[src/rtl/seg_pkg.sv]
// -----------------------------------------------------------------------------
// seg_pkg
// Shared constants and types for the 7-segment scan path.
//   NUM_DIGITS : number of digits on the display
//   SEG_BLANK  : all segments off (active-low)
//   AN_OFF     : all anodes off (active-low)
//   HEX_SEG    : hex digit -> {g,f,e,d,c,b,a} pattern, active-low, index = nibble
//   state_e    : deghost FSM state (BLANK, DRIVE)
// -----------------------------------------------------------------------------
package seg_pkg;

    localparam int         NUM_DIGITS = 8;
    localparam logic [6:0] SEG_BLANK  = 7'h7F;
    localparam logic [7:0] AN_OFF     = 8'hFF;

    // Entry 15 (F) is written first, entry 0 last.
    localparam logic [15:0][6:0] HEX_SEG = {
        7'h0E, 7'h06, 7'h21, 7'h46,   // F E d C
        7'h03, 7'h08, 7'h10, 7'h00,   // b A 9 8
        7'h78, 7'h02, 7'h12, 7'h19,   // 7 6 5 4
        7'h30, 7'h24, 7'h79, 7'h40    // 3 2 1 0
    };

    typedef enum logic {
        BLANK = 1'b0,
        DRIVE = 1'b1
    } state_e;

endpackage

[src/rtl/hex_to_seg.sv]
// -----------------------------------------------------------------------------
// hex_to_seg
// Combinational hex nibble to active-low 7-segment pattern.
//   nibble_i [3:0] : hex digit
//   seg_o    [6:0] : {g,f,e,d,c,b,a}, 0 = segment lit
// -----------------------------------------------------------------------------
module hex_to_seg
    import seg_pkg::*;
(
    input  logic [3:0] nibble_i,
    output logic [6:0] seg_o
);

    assign seg_o = HEX_SEG[nibble_i];

endmodule

[src/rtl/seg_scan_driver.sv]
// -----------------------------------------------------------------------------
// seg_scan_driver
// Drives the active-low anode/segment pins of an 8-digit display from a
// rotating digit select. Every select change is followed by BLANK_CYCLES
// clocks with all anodes off (dead time against ghosting). The display value
// is double-buffered: loads go to a pending buffer that becomes active only on
// a frame boundary (select wrapping 7 -> 0), so a frame is never torn.
//
// Ports
//   clk, rst        : clock, asynchronous active-high reset
//   sel [2:0]       : digit select, 0 = rightmost digit
//   value_in [31:0] : eight hex nibbles, nibble i shown on digit i
//   dp_in [7:0]     : decimal points, bit i = 1 lights dp of digit i
//   load            : one-cycle strobe capturing value_in/dp_in into pending
//   an [7:0]        : anode enables, active-low (one-hot-low or all high)
//   seg [6:0]       : segments {g,f,e,d,c,b,a}, active-low
//   dp              : decimal point, active-low
//   frame_done      : one-cycle pulse on each select wrap 7 -> 0
//
// Build option
//   LEADING_ZERO_BLANK_EN : when defined, digits i>=1 whose nibbles 7..i are
//                           all zero show blank segments (anode and dp still
//                           driven). Undefined: every nibble is decoded.
// -----------------------------------------------------------------------------
module seg_scan_driver
    import seg_pkg::*;
#(
    parameter int BLANK_CYCLES = 4,
    parameter int CNT_W        = 8
) (
    input  logic        clk,
    input  logic        rst,
    input  logic [2:0]  sel,
    input  logic [31:0] value_in,
    input  logic [7:0]  dp_in,
    input  logic        load,
    output logic [7:0]  an,
    output logic [6:0]  seg,
    output logic        dp,
    output logic        frame_done
);

    // Load interface: load is a bare strobe with no back-pressure. Every cycle
    // it is high the pending buffer is overwritten, so the last load before a
    // frame boundary is the one that gets displayed.

    state_e            state_q;
    logic [CNT_W-1:0]  cnt_q;
    logic [2:0]        sel_q;
    logic [7:0]        an_q;
    logic [6:0]        seg_q;
    logic              dp_q;
    logic              frame_done_q;

    logic [31:0]       active_val_q;
    logic [7:0]        active_dp_q;
    logic [31:0]       pend_val_q;
    logic [7:0]        pend_dp_q;
    logic              pend_valid_q;

    logic              frame_boundary;
    logic [3:0]        cur_nibble;
    logic [6:0]        dec_seg;
    logic [7:0]        lz_blank;
    logic [6:0]        drive_seg_d;
    logic [7:0]        drive_an_d;
    logic              drive_dp_d;

    assign frame_boundary = (sel_q == 3'd7) && (sel == 3'd0);

    // ---------------- display path for the latched select -------------------
    assign cur_nibble = active_val_q[{sel_q, 2'b00} +: 4];

    hex_to_seg u_hex_to_seg (
        .nibble_i (cur_nibble),
        .seg_o    (dec_seg)
    );

`ifdef LEADING_ZERO_BLANK_EN
    logic zero_run;

    // Walk from the leftmost digit down; a digit is a leading zero while every
    // nibble at or above it is zero. Digit 0 is never blanked.
    always_comb begin
        lz_blank = '0;
        zero_run = 1'b1;
        for (int i = NUM_DIGITS - 1; i >= 1; i--) begin
            zero_run    = zero_run & (active_val_q[4*i +: 4] == 4'h0);
            lz_blank[i] = zero_run;
        end
    end
`else
    assign lz_blank = '0;
`endif

    assign drive_seg_d = lz_blank[sel_q] ? SEG_BLANK : dec_seg;
    assign drive_an_d  = ~(8'b1 << sel_q);
    assign drive_dp_d  = ~active_dp_q[sel_q];

    // ---------------- double buffer ------------------------------------------
    // On a boundary the swap reads the old pending contents; a coincident load
    // refills pending for the following frame.
    always_ff @(posedge clk or posedge rst) begin
        if (rst) begin
            active_val_q <= '0;
            active_dp_q  <= '0;
            pend_val_q   <= '0;
            pend_dp_q    <= '0;
            pend_valid_q <= 1'b0;
            frame_done_q <= 1'b0;
        end else begin
            frame_done_q <= frame_boundary;
            if (frame_boundary && pend_valid_q) begin
                active_val_q <= pend_val_q;
                active_dp_q  <= pend_dp_q;
            end
            if (load) begin
                pend_val_q   <= value_in;
                pend_dp_q    <= dp_in;
                pend_valid_q <= 1'b1;
            end else if (frame_boundary) begin
                pend_valid_q <= 1'b0;
            end
        end
    end

    // ---------------- deghost FSM --------------------------------------------
    // A select change always restarts the blank with cnt=1, so the anodes stay
    // off for the change edge plus BLANK_CYCLES-1 further edges. Out of reset
    // cnt starts at 0, giving one extra blank clock before the first drive.
    always_ff @(posedge clk or posedge rst) begin
        if (rst) begin
            state_q <= BLANK;
            cnt_q   <= '0;
            sel_q   <= 3'd0;
            an_q    <= AN_OFF;
            seg_q   <= SEG_BLANK;
            dp_q    <= 1'b1;
        end else if (sel != sel_q) begin
            sel_q   <= sel;
            state_q <= BLANK;
            cnt_q   <= CNT_W'(1);
            an_q    <= AN_OFF;
            seg_q   <= SEG_BLANK;
            dp_q    <= 1'b1;
        end else begin
            case (state_q)
                BLANK: begin
                    if (cnt_q == CNT_W'(BLANK_CYCLES)) begin
                        state_q <= DRIVE;
                        an_q    <= drive_an_d;
                        seg_q   <= drive_seg_d;
                        dp_q    <= drive_dp_d;
                    end else begin
                        cnt_q   <= cnt_q + CNT_W'(1);
                    end
                end
                DRIVE: begin
                    // Refresh every cycle so a frame swap shows without a
                    // select change.
                    an_q  <= drive_an_d;
                    seg_q <= drive_seg_d;
                    dp_q  <= drive_dp_d;
                end
                default: begin
                    state_q <= BLANK;
                end
            endcase
        end
    end

    assign an         = an_q;
    assign seg        = seg_q;
    assign dp         = dp_q;
    assign frame_done = frame_done_q;

endmodule

[config.mk]
export PLATFORM = sky130hd
export DESIGN_NAME = seg_scan_driver
export DESIGN_NICKNAME = d
export VERILOG_FILES = /design/src/rtl/seg_pkg.sv /design/src/rtl/hex_to_seg.sv /design/src/rtl/seg_scan_driver.sv
export SDC_FILE = /design/constraint.sdc
export NUM_CORES = 1
export LEC_CHECK = 0
export ABC_AREA = 1
export BUFFER_PORTS_ARGS = -buffer_cell sky130_fd_sc_hd__buf_2
export CAP_MARGIN = 30
export CORE_MARGIN = 1.5
export CORE_UTILIZATION = 53
export CTS_BUF_LIST = sky130_fd_sc_hd__clkbuf_16
export DETAILED_ROUTE_END_ITERATION = 16
export MAX_ROUTING_LAYER = met4
export PLACE_DENSITY = 0.77
export SLEW_MARGIN = 20
export SYNTH_ARGS = -nofsm -noshare
export SYNTH_HDL_FRONTEND = slang
export SYNTH_HIERARCHICAL = 1
export SYNTH_SLANG_ARGS = --single-unit
[constraint.sdc]
create_clock -name clk -period 2.8 [get_ports clk]
set_input_delay 0.14 -clock clk [delete_from_list [all_inputs] [get_ports clk]]
set_output_delay 0.14 -clock clk [all_outputs]
set_load 0.02 [all_outputs]
==> flow_metrics.py, run 1 <==
metrics = {
    "yosys": {
        "yosysWarnings": 6,
        "netlist_instances": 599,
        "syn_area_um2": 5290,
        "syn_nets": 654,
        "ys_types": 27,
        "yosysSeqAreaShare_pct": 52.4,
        "ys_ff_latch": 110,
        "avgSynthCellArea_um2": 8.84,
    },
    "cts": {
        "cts-root-buf": "clkbuf_16",
        "cts-resized-gates": 0,
        "clk_latency_ns": 0.35,
        "numClockSinks": 110,
        "cts_max_level": 3,
        "numCtsBuffers": 9,
        "cts_buffer_depth": 2,
        "cts.clk_slew.worst_paths_ns": 0.09,
        "cts_tree": "yes",
    },
    "global_route": {
        "grt_pass1_vias": 3739,
        "gr-total-overflow": 0,
        "grt_first_pass_wirelength_um": 17800,
        "antenna_found_initial": 0,
        "grtUsageTotal_pct": 22.3,
        "grt_max_degree": 85,
    },
    "drt": {
        "wl_per_cell_um": 13.1,
        "antenna_left": 0,
        "via_count": 4015,
        "routed_via_density": 4.97,
        "drtPass1Iterations": 4,
        "drtIter0Drc": 232,
        "drc": 0,
        "routed_wl_um": 10600,
    },
    "pwr": {
        "switching_share_pct": 29.7,
        "power_switching_uw": 1110,
        "p_leak_uw": 0.00306,
        "power_density_nw_per_um2": 609,
        "intPower_uw": 2640,
        "p_seq_share_pct": 50.2,
        "ir_worst_vdd_v": 0.000339,
        "clkPwrFrac_pct": 33.9,
        "combPwrFrac_pct": 16.0,
    },
    "setup_path": {
        "cp.arrival_ns": 2.65,
        "cp_common_cell": "nand2_1",
        "r2r_setup_slack_ns": 0.43,
        "slowest_delay_ns": 0.59,
        "start_kind": "flop",
        "r2r_end": "seg[0]",
        "cp-end-kind": "flop",
        "crit_fanout": 10,
        "required_ns": 3.07,
        "criticalPathCategory": "reg -> reg",
        "r2r_cells": 14,
        "crit_path_start": "sel_q[0]",
        "slowest_stage": "dfrtp_1",
        "cp_cell_sequence": "inv_4, nor2_2, nand2_1, nand4_1, nand2_1, nand2_1, inv_1, ha_1, inv_1, nand2_1, nand3_1, nand2_1, nor2_1, nor2_1",
        "r2r_start": "sel_q[0]",
        "cp-endpoint": "seg[0]",
    },
    "min_path": {
        "hold_path_class": "in -> reg",
    },
    "floorplanning": {
        "fp.dieH_um": 103,
        "fp.dieW_um": 103,
        "core_um2": 9730,
        "die-area_um2": 10600,
        "io-pin-count": 63,
        "num_rows": 36,
        "start_util_pct": 54.4,
    },
    "layout": {
        "layout_commonest_cell": "nand2_1",
        "layout.area.seq_um2": 2770,
        "final_layout_size_suffix_gt1_share_pct": 29.0,
        "final_core_util_pct": 63.3,
        "fill_cells": 816,
        "syn_to_final_growth_pct": 16.4,
        "nets": 725,
        "multi_input_area_um2": 2060,
        "final_cell_mix": "nand2_1 (168), dfrtp_1 (94), buf_2 (62)",
        "n_antenna_cell": 0,
    },
    "timing": {
        "rsz0062_at_grt": "false",
        "fin_setup_tns_ns": 0,
        "finalCritPeriodShare_pct": 84.8,
        "finalSetupViolCount": 0,
        "fmax_mhz": 421,
        "finalClockSkew_ns": 0.0155,
        "worstMarginPinSlew_ns": 0.596,
        "finalMaxSlewViolations": 0,
        "report.final.hold_viol_count": 0,
        "min_period_ns": 2.37,
        "relSlewSlack_pct": 60.2,
    },
    "flow_run": {
        "cap_violations": 0,
    },
    "place": {
        "place.gp.congestion": 0.932,
        "post-dp-hpwl_um": 7150,
        "io_buffers": 62,
    },
    "run_status": {
        "status": "finished clean",
    },
}
per-layer routing:
layer	part of all wire, %	wire length (um)	track usage (%)	vias to the layer above
li1	-	-	-	2017
met1	46	4820	29.9	1875
met2	49	5140	35.3	105
met3	4.2	445	4.54	18
met4	1.7	176	5.20	0
met5	0	0	-	-
state kept, by name (all words and copies together), names as in the netlist:
signal	flops
dp	1
sel_q	3
active_dp_q	8
an	8
pend_val_q	32
pend_valid_q	1
state_q	1
active_val_q	32
cnt_q	8
seg	7
pend_dp_q	8
frame_done	1
power groups by stage:
stage                     Combinational (uW)  Clock, uW  Sequential, uW
after detailed placement                 569          0            1910
after floorplan                          453          0            1870
after CTS                                602       1300            1880
after global placement                   536          0            1910
after global routing                     686       1360            1900
final                                    599       1270            1880
critical path, delay by kind of cell, from the launching register on:
family / cells / cell delay [ns]
AND/OR/NAND/NOR: 10 / 1.16
buffers and inverters: 3 / 0.30
flip-flops: 1 / 0.59
adder cells (fa/ha/maj): 1 / 0.25
how the worst min path moves through the flow:
stage	depth (start not counted)	slack (ns)	end	startpoint
6_report	3	0.002	pend_val_q[20]	value_in[20]
5_1_grt	3	0.0007	pend_val_q[27]	value_in[27]
4_1_cts	3	0.0003	pend_val_q[5]	value_in[5]
3_5_place_dp	2	0.25	pend_dp_q[0]	rst
3_3_place_gp	2	0.23	frame_done	rst
2_1_floorplan	1	0.22	frame_done	sel[2]
synth_stat cells, drive strengths merged:
| cell | number | area [um^2] |
|---|---|---|
| dfstp | 16 | 420 |
| nor3 | 1 | 16.3 |
| inv | 65 | 251 |
| o21ai | 84 | 574 |
| ha | 9 | 113 |
| buf | 16 | 158 |
| nand2 | 213 | 927 |
| o21bai | 2 | 15.0 |
| clkinv | 1 | 3.75 |
| nand3 | 22 | 110 |
| dfrtp | 94 | 2350 |
| clkbuf | 12 | 45.0 |
| nor2 | 48 | 198 |
| xor2 | 2 | 17.5 |
| nand4 | 10 | 62.6 |
| a22oi | 4 | 30.0 |
metrics by stage:
stage	hold slack (ns)	worst slack (ns)	area [um^2]	power [uW]	std cells
global placement	0.229	0.641	5610	2440	768
global route	0.000697	0.175	6160	3950	808
finish	0.00204	0.427	6160	3750	808
detailed placement	0.247	0.483	5630	2480	769
CTS	0.000346	0.440	6160	3780	808
floorplan	0.216	0.897	5300	2320	599
area by class of cell:
cell class / count / share of cell area (%)
flip-flops and latches: 110 / 45.0
repair buffers: 88 / 9.75
well taps: 133 / 2.70
inverters: 66 / 4.20
clock buffers: 9 / 3.66
multi-input cells: 395 / 33.5
clock inverters: 7 / 1.18
what timing repair did:
item                                   in CTS  in global routing
hold buffers                               23                  0
setup endpoints to repair                   0                  0
buffers inserted                            0                  0
endpoints found under the hold margin      48                  0
cell families (layout without fill, tap and decap cells):
| family | count (synthesis) | count (layout) | share of synthesized area, % |
|---|---|---|---|
| DFF | 110 | 110 | 52.4 |
| AOI/OAI and AO/OA | 90 | 90 | 11.7 |
| and+or+nand+nor | 294 | 294 | 24.8 |
| adders and majority gates | 9 | 9 | 2.13 |
| buffers and inverters | 94 | 170 | 8.65 |
| xor gates and xnor gates | 2 | 2 | 0.331 |
Power figures use the tool's default switching activity.
==> run 2: changes to the inputs <==
==> constraint.sdc (replaced) <==
create_clock -name clk -period 2 [get_ports clk]
set_input_delay 0.1 -clock clk [delete_from_list [all_inputs] [get_ports clk]]
set_output_delay 0.1 -clock clk [all_outputs]
set_load 0.02 [all_outputs]
==> flow_metrics.py, run 2 (same netlist as run 1, synthesis figures left out) <==
metrics = {
    "global_route": {
        "use_met1_pct": 30.0,
        "grt_first_pass_wirelength_um": 18700,
        "grtUsageTotal_pct": 23.3,
        "met2_usage_pct": 38.5,
        "grtUsageMet3_pct": 3.12,
        "grt_busiest_layer": "met2",
        "gr-total-overflow": 0,
        "antenna_found_initial": 0,
        "grt_max_degree": 111,
        "grt_pass1_vias": 4005,
    },
    "drt": {
        "wl_per_cell_um": 13.0,
        "routed_wl_um": 11000,
        "antenna_left": 0,
        "drc": 0,
        "via_count": 4177,
        "routed_via_density": 4.95,
        "drtPass1Iterations": 5,
        "drtIter0Drc": 241,
    },
    "timing": {
        "fmax_mhz": 530,
        "fin_setup_tns_ns": 0,
        "report.final.hold_viol_count": 0,
        "min_period_ns": 1.89,
        "finalCritPeriodShare_pct": 94.4,
        "relSlewSlack_pct": 57.3,
        "hold_slack_ns": 0.0230,
        "finalSetupViolCount": 0,
        "finalMaxSlewViolations": 0,
        "worstMarginPinSlew_ns": 0.641,
        "finalClockSkew_ns": 0.00640,
    },
    "layout": {
        "syn_to_final_growth_pct": 23.9,
        "layout.area.seq_um2": 2780,
        "fill_cells": 790,
        "reg_top3": "active_val_q: 32 flops, pend_val_q: 32 flops",
        "layout_commonest_cell": "nand2_1",
        "n_antenna_cell": 0,
        "multi_input_area_um2": 2120,
        "final_layout_size_suffix_gt1_share_pct": 32.1,
        "nets": 761,
        "final_cell_mix": "nand2_1 (161), dfrtp_1 (92), buf_2 (62)",
        "layoutNonFillerInstCount": 844,
    },
    "setup_path": {
        "start_kind": "flop",
        "cp-end-kind": "flop",
        "crit_fanout": 7,
        "r2r_setup_slack_ns": 0.11,
        "required_ns": 2.28,
        "cp.arrival_ns": 2.17,
        "criticalPathCategory": "reg -> reg",
    },
    "floorplanning": {
        "fp.dieW_um": 103,
        "core_um2": 9730,
        "die-area_um2": 10600,
        "num_rows": 36,
        "start_util_pct": 54.4,
        "io-pin-count": 63,
        "fp.dieH_um": 103,
    },
    "flow_run": {
        "cap_violations": 0,
    },
    "cts": {
        "cts_buffer_depth": 2,
        "cts.clk_slew.worst_paths_ns": 0.07,
        "numCtsBuffers": 9,
        "cts-root-buf": "clkbuf_16",
        "clk_latency_ns": 0.34,
        "numClockSinks": 110,
        "cts_max_level": 3,
        "cts_tree": "yes",
    },
    "run_status": {
        "status": "finished clean",
    },
    "min_path": {
        "hold_path_class": "in -> reg",
    },
    "place": {
        "post-dp-hpwl_um": 7150,
        "dp.cells": 783,
        "place.gp.congestion": 0.903,
        "io_buffers": 62,
    },
    "pwr": {
        "ir_worst_vdd_v": 0.000407,
        "total_power_uw": 5360,
        "p_leak_uw": 0.00322,
        "power_density_nw_per_um2": 818,
    },
}
-- run 2: power breakdown --
part	internal [uW]	switching, uW
combinational	411	537
clock	973	809
sequential	2460	171
-- run 2: worst max-delay path, cell delays in order, from the launching register on --
cell and delay (ns):
dfrtp_2 0.48, inv_2 0.08, nor2_4 0.16, nand2_1 0.09, nand4_1 0.12, nand2_2 0.08, nand2_4 0.11, inv_4 0.06
ha_1 0.30, nand2_1 0.06, nand3_1 0.07, nand2_1 0.07, nor2_1 0.04, nor2_1 0.10
-- run 2: what timing repair did --
item,CTS,global route
gates resized for setup,6,20
hold buffers,43,0
endpoints found under the setup margin,7,7
buffers inserted,1,1
pin swaps,0,7
endpoints found under the hold margin,136,0
-- run 2: metrics by stage --
| stage | instance area [um^2] | util [%] | setup WS, ns |
|---|---|---|---|
| CTS | 6490 | 66.7 | 0.0560 |
| floorplan | 5300 | - | 0.0968 |
| finish | 6560 | 67.4 | 0.113 |
| global route | 6560 | 67.4 | -0.00378 |
| global placement | 5740 | 59.0 | 0.0316 |
| detailed placement | 5740 | 59.0 | -0.141 |
-- run 2: cell type report --
cell class	instances	share of cell area, %
sequential	110	42.3
multi-input combinational	395	32.4
timing repair buffer	124	14.2
inverter	66	4.05
clock buffer	9	3.43
tap	133	2.54
clock inverter	7	1.13
-- run 2: path summary, 6_finish.rpt --
path / from / to / depth (start not counted)
max: sel_q[1] / seg[3] / 13
min: dp_in[6] / pend_dp_q[6] / 3
max reg2reg: sel_q[1] / seg[3] / 13
min reg2reg: an[5] / an[5] / 2
max in group asynchronous: rst / sel_q[2] / 4
min in group asynchronous: rst / cnt_q[5] / 4
-- run 2: per-layer routing --
metal,wire [um],part of all wire (%)
met3,344,3.1
met1,4940,45
met2,5560,51
met5,0,0
met4,146,1.3
==> run 3: changes to the inputs <==
--- a/config.mk
+++ b/config.mk
@@ -5,15 +5,14 @@
 export SDC_FILE = /design/constraint.sdc
 export NUM_CORES = 1
 export LEC_CHECK = 0
-export ABC_AREA = 1
+export ABC_AREA = 0
 export BUFFER_PORTS_ARGS = -buffer_cell sky130_fd_sc_hd__buf_2
-export CAP_MARGIN = 30
 export CORE_MARGIN = 1.5
-export CORE_UTILIZATION = 53
+export CORE_UTILIZATION = 52
 export CTS_BUF_LIST = sky130_fd_sc_hd__clkbuf_16
 export DETAILED_ROUTE_END_ITERATION = 16
 export MAX_ROUTING_LAYER = met4
-export PLACE_DENSITY = 0.77
+export PLACE_DENSITY = 0.76
 export SLEW_MARGIN = 20
 export SYNTH_ARGS = -nofsm -noshare
 export SYNTH_HDL_FRONTEND = slang
==> flow_metrics.py, run 3 <==
metrics = {
    "yosys": {
        "async_flop_share_pct": 100,
        "yosysWarnings": 6,
        "synth_edf_count": 0,
        "synth_area_leaders": "dfrtp_1 (48%), mux2_2 (15%), dfstp_2 (8.6%)",
        "synth_top_cell_by_area": "dfrtp_1",
        "netlist_instances": 361,
        "yosysSeqAreaShare_pct": 56.6,
        "ys_types": 41,
        "syn_nets": 416,
        "ys_ff_latch": 110,
        "synth_flop_cell": "dfrtp_1",
        "synth_top_cell_area_share_pct": 48.0,
        "avgSynthCellArea_um2": 13.6,
        "netlist_top_cells_count": "dfrtp_1 (94), mux2_2 (67), nand2_1 (25)",
        "syn_area_um2": 4900,
        "yosysMostFrequentCell": "dfrtp_1",
    },
    "layout": {
        "final_cell_mix": "dfrtp_1 (92), mux2_2 (65), buf_2 (62)",
        "syn_to_final_growth_pct": 27.8,
        "nets": 538,
        "final_area_um2": 6260,
        "n_antenna_cell": 0,
        "layoutNonFillerInstCount": 599,
        "final_layout_size_suffix_gt1_share_pct": 43.2,
        "layout_commonest_cell": "dfrtp_1",
        "fill_cells": 636,
        "final_core_util_pct": 68.1,
        "reg_top3": "active_val_q: 32 flops, pend_val_q: 32 flops",
    },
    "setup_path": {
        "cp.arrival_ns": 2.64,
        "slowest_delay_ns": 0.48,
        "crit_family": "multiplexers",
        "crit_fanout": 4,
        "start_kind": "flop",
        "cp_cell_sequence": "buf_6, mux4_2, mux2_4, inv_4, ha_4, and2b_2, or3b_1, o21ai_1, nand2_1, nand3_1",
        "r2r_start": "sel_q[0]",
        "crit_path_start": "sel_q[0]",
        "cp-end-kind": "flop",
        "criticalPathCategory": "reg -> reg",
        "required_ns": 2.29,
        "slowest_stage": "mux4_2",
        "cp_num_buf_inv": 2,
    },
    "timing": {
        "worst_slack_ns": -0.346,
        "finalCritPeriodShare_pct": 117,
        "fmax_mhz": 426,
        "finalSetupViolCount": 7,
        "rsz0062_at_grt": "true",
        "finalMaxSlewViolations": 0,
        "worstMarginPinSlew_ns": 0.731,
        "relSlewSlack_pct": 51.1,
        "report.final.hold_viol_count": 0,
        "min_period_ns": 2.35,
        "finalClockSkew_ns": 0.00774,
        "hold_slack_ns": 0.253,
    },
    "floorplanning": {
        "start_util_pct": 53.3,
        "fp.dieW_um": 100,
        "core_um2": 9200,
        "die-area_um2": 10000,
        "fp.dieH_um": 100,
        "io-pin-count": 63,
        "num_rows": 35,
    },
    "place": {
        "placed_cell_area_um2": 5520,
        "dp.cells": 537,
        "dp_slack_ns": -0.441,
        "io_buffers": 62,
        "post-dp-hpwl_um": 6540,
        "place.gp.congestion": 0.794,
    },
    "global_route": {
        "use_met1_pct": 28.5,
        "antenna_found_initial": 0,
        "grt_max_degree": 45,
        "grt_first_pass_wirelength_um": 16900,
        "gr-total-overflow": 0,
        "grt_pass1_vias": 3477,
        "grtUsageTotal_pct": 22.5,
        "grtUsageMet3_pct": 4.46,
        "grt_busiest_layer": "met2",
        "met2_usage_pct": 37.0,
    },
    "drt": {
        "routed_wl_um": 9820,
        "antenna_left": 0,
        "wl_per_cell_um": 16.4,
        "drtPass1Iterations": 4,
        "drtIter0Drc": 140,
        "routed_via_density": 5.44,
        "drc": 0,
        "via_count": 3259,
    },
    "cts": {
        "cts_tree": "yes",
        "cts_buffer_depth": 2,
        "numClockSinks": 110,
        "cts.clk_slew.worst_paths_ns": 0.07,
        "clk_latency_ns": 0.35,
        "numCtsBuffers": 9,
        "cts-root-buf": "clkbuf_16",
        "cts_max_level": 3,
    },
    "run_status": {
        "violations": "negative setup slack",
        "status": "finished with violations",
    },
    "flow_run": {
        "cap_violations": 0,
    },
    "pwr": {
        "power_density_nw_per_um2": 852,
        "ir_worst_vdd_v": 0.000492,
        "p_leak_uw": 0.00282,
    },
    "min_path": {
        "hp-start": "load",
        "hold_path_class": "in -> reg",
    },
}
==> run 3: cell types whose count changed in the layout (fill, tap and decap cells not counted), moves of 10 or more <==
cell and delta:
mux2_1 +19, nand3_1 -13, mux2_2 +65, nand2_1 -136, nand4_1 -10, buf_4 +12, o21ai_0 -28, nor2_1 -30
o21ai_2 -41, nand2_2 -48, nor3_1 +10, inv_1 -52
==> run 3: per-layer routing <==
metal | vias to the layer above | share of wire (%)
met3 | 17 | 3.8
li1 | 1527 | -
met1 | 1641 | 44
met2 | 74 | 51
met4 | 0 | 1.5
met5 | - | 0
==> run 3: stage by stage <==
stage	TNS, ns	power, uW
final	-2.08	5340
after global routing	-3.16	5590
after CTS	-2.05	5350
after detailed placement	-2.18	3620
after global placement	-1.68	3570
after floorplan	-1.40	3290
==> run 3: report_power, final <==
part	leakage (uW)	switching [uW]	internal [uW]
clock	0.000129	819	847
sequential	0.00133	155	2490
combinational	0.00136	414	613
==> run 3: logic make-up after synthesis <==
family	count (synthesis)	share of synthesized area, %
xor+xnor	6	1.07
buf+inv	33	3.19
mux	101	25.9
flops	110	56.6
fa+ha+maj	9	2.30
simple gates	72	7.33
compound gates	30	3.70
==> run 3: what timing repair did <==
action | CTS | global route
pin swaps | 2 | 2
hold buffers | 44 | 0
setup endpoints to repair | 7 | 34
buffers inserted | 2 | 0
endpoints found under the hold margin | 73 | 0
resized for setup | 3 | 3
==> run 3: area by class of cell <==
type	count	area, um^2	share of cell area, %
inverter	7	32.5	0.519
clock buffer	9	225	3.60
tap	111	139	2.22
sequential	110	2780	44.3
timing repair buffer	137	1040	16.6
multi-input combinational	218	2000	32.0
clock inverter	7	50.0	0.799
==> run 3: final timing paths <==
kind / slack, ns / end / cells after the start
setup reg to reg: -0.35 / seg[0] / 10
min in group asynchronous: 0.42 / pend_val_q[18] / 3
max in group asynchronous: 0.91 / an[1] / 4
setup / recovery: -0.35 / seg[0] / 10
hold reg to reg: 0.48 / active_val_q[19] / 1
hold / removal: 0.25 / pend_valid_q / 2
==> run 3: worst reg2reg max path, cell delays in order, from the launching register on <==
cell     delay [ns]
dfrtp_2        0.41
buf_6          0.11
mux4_2         0.48
mux2_4         0.31
inv_4          0.09
ha_4           0.13
and2b_2        0.22
or3b_1         0.34
o21ai_1        0.08
nand2_1        0.06
nand3_1        0.07
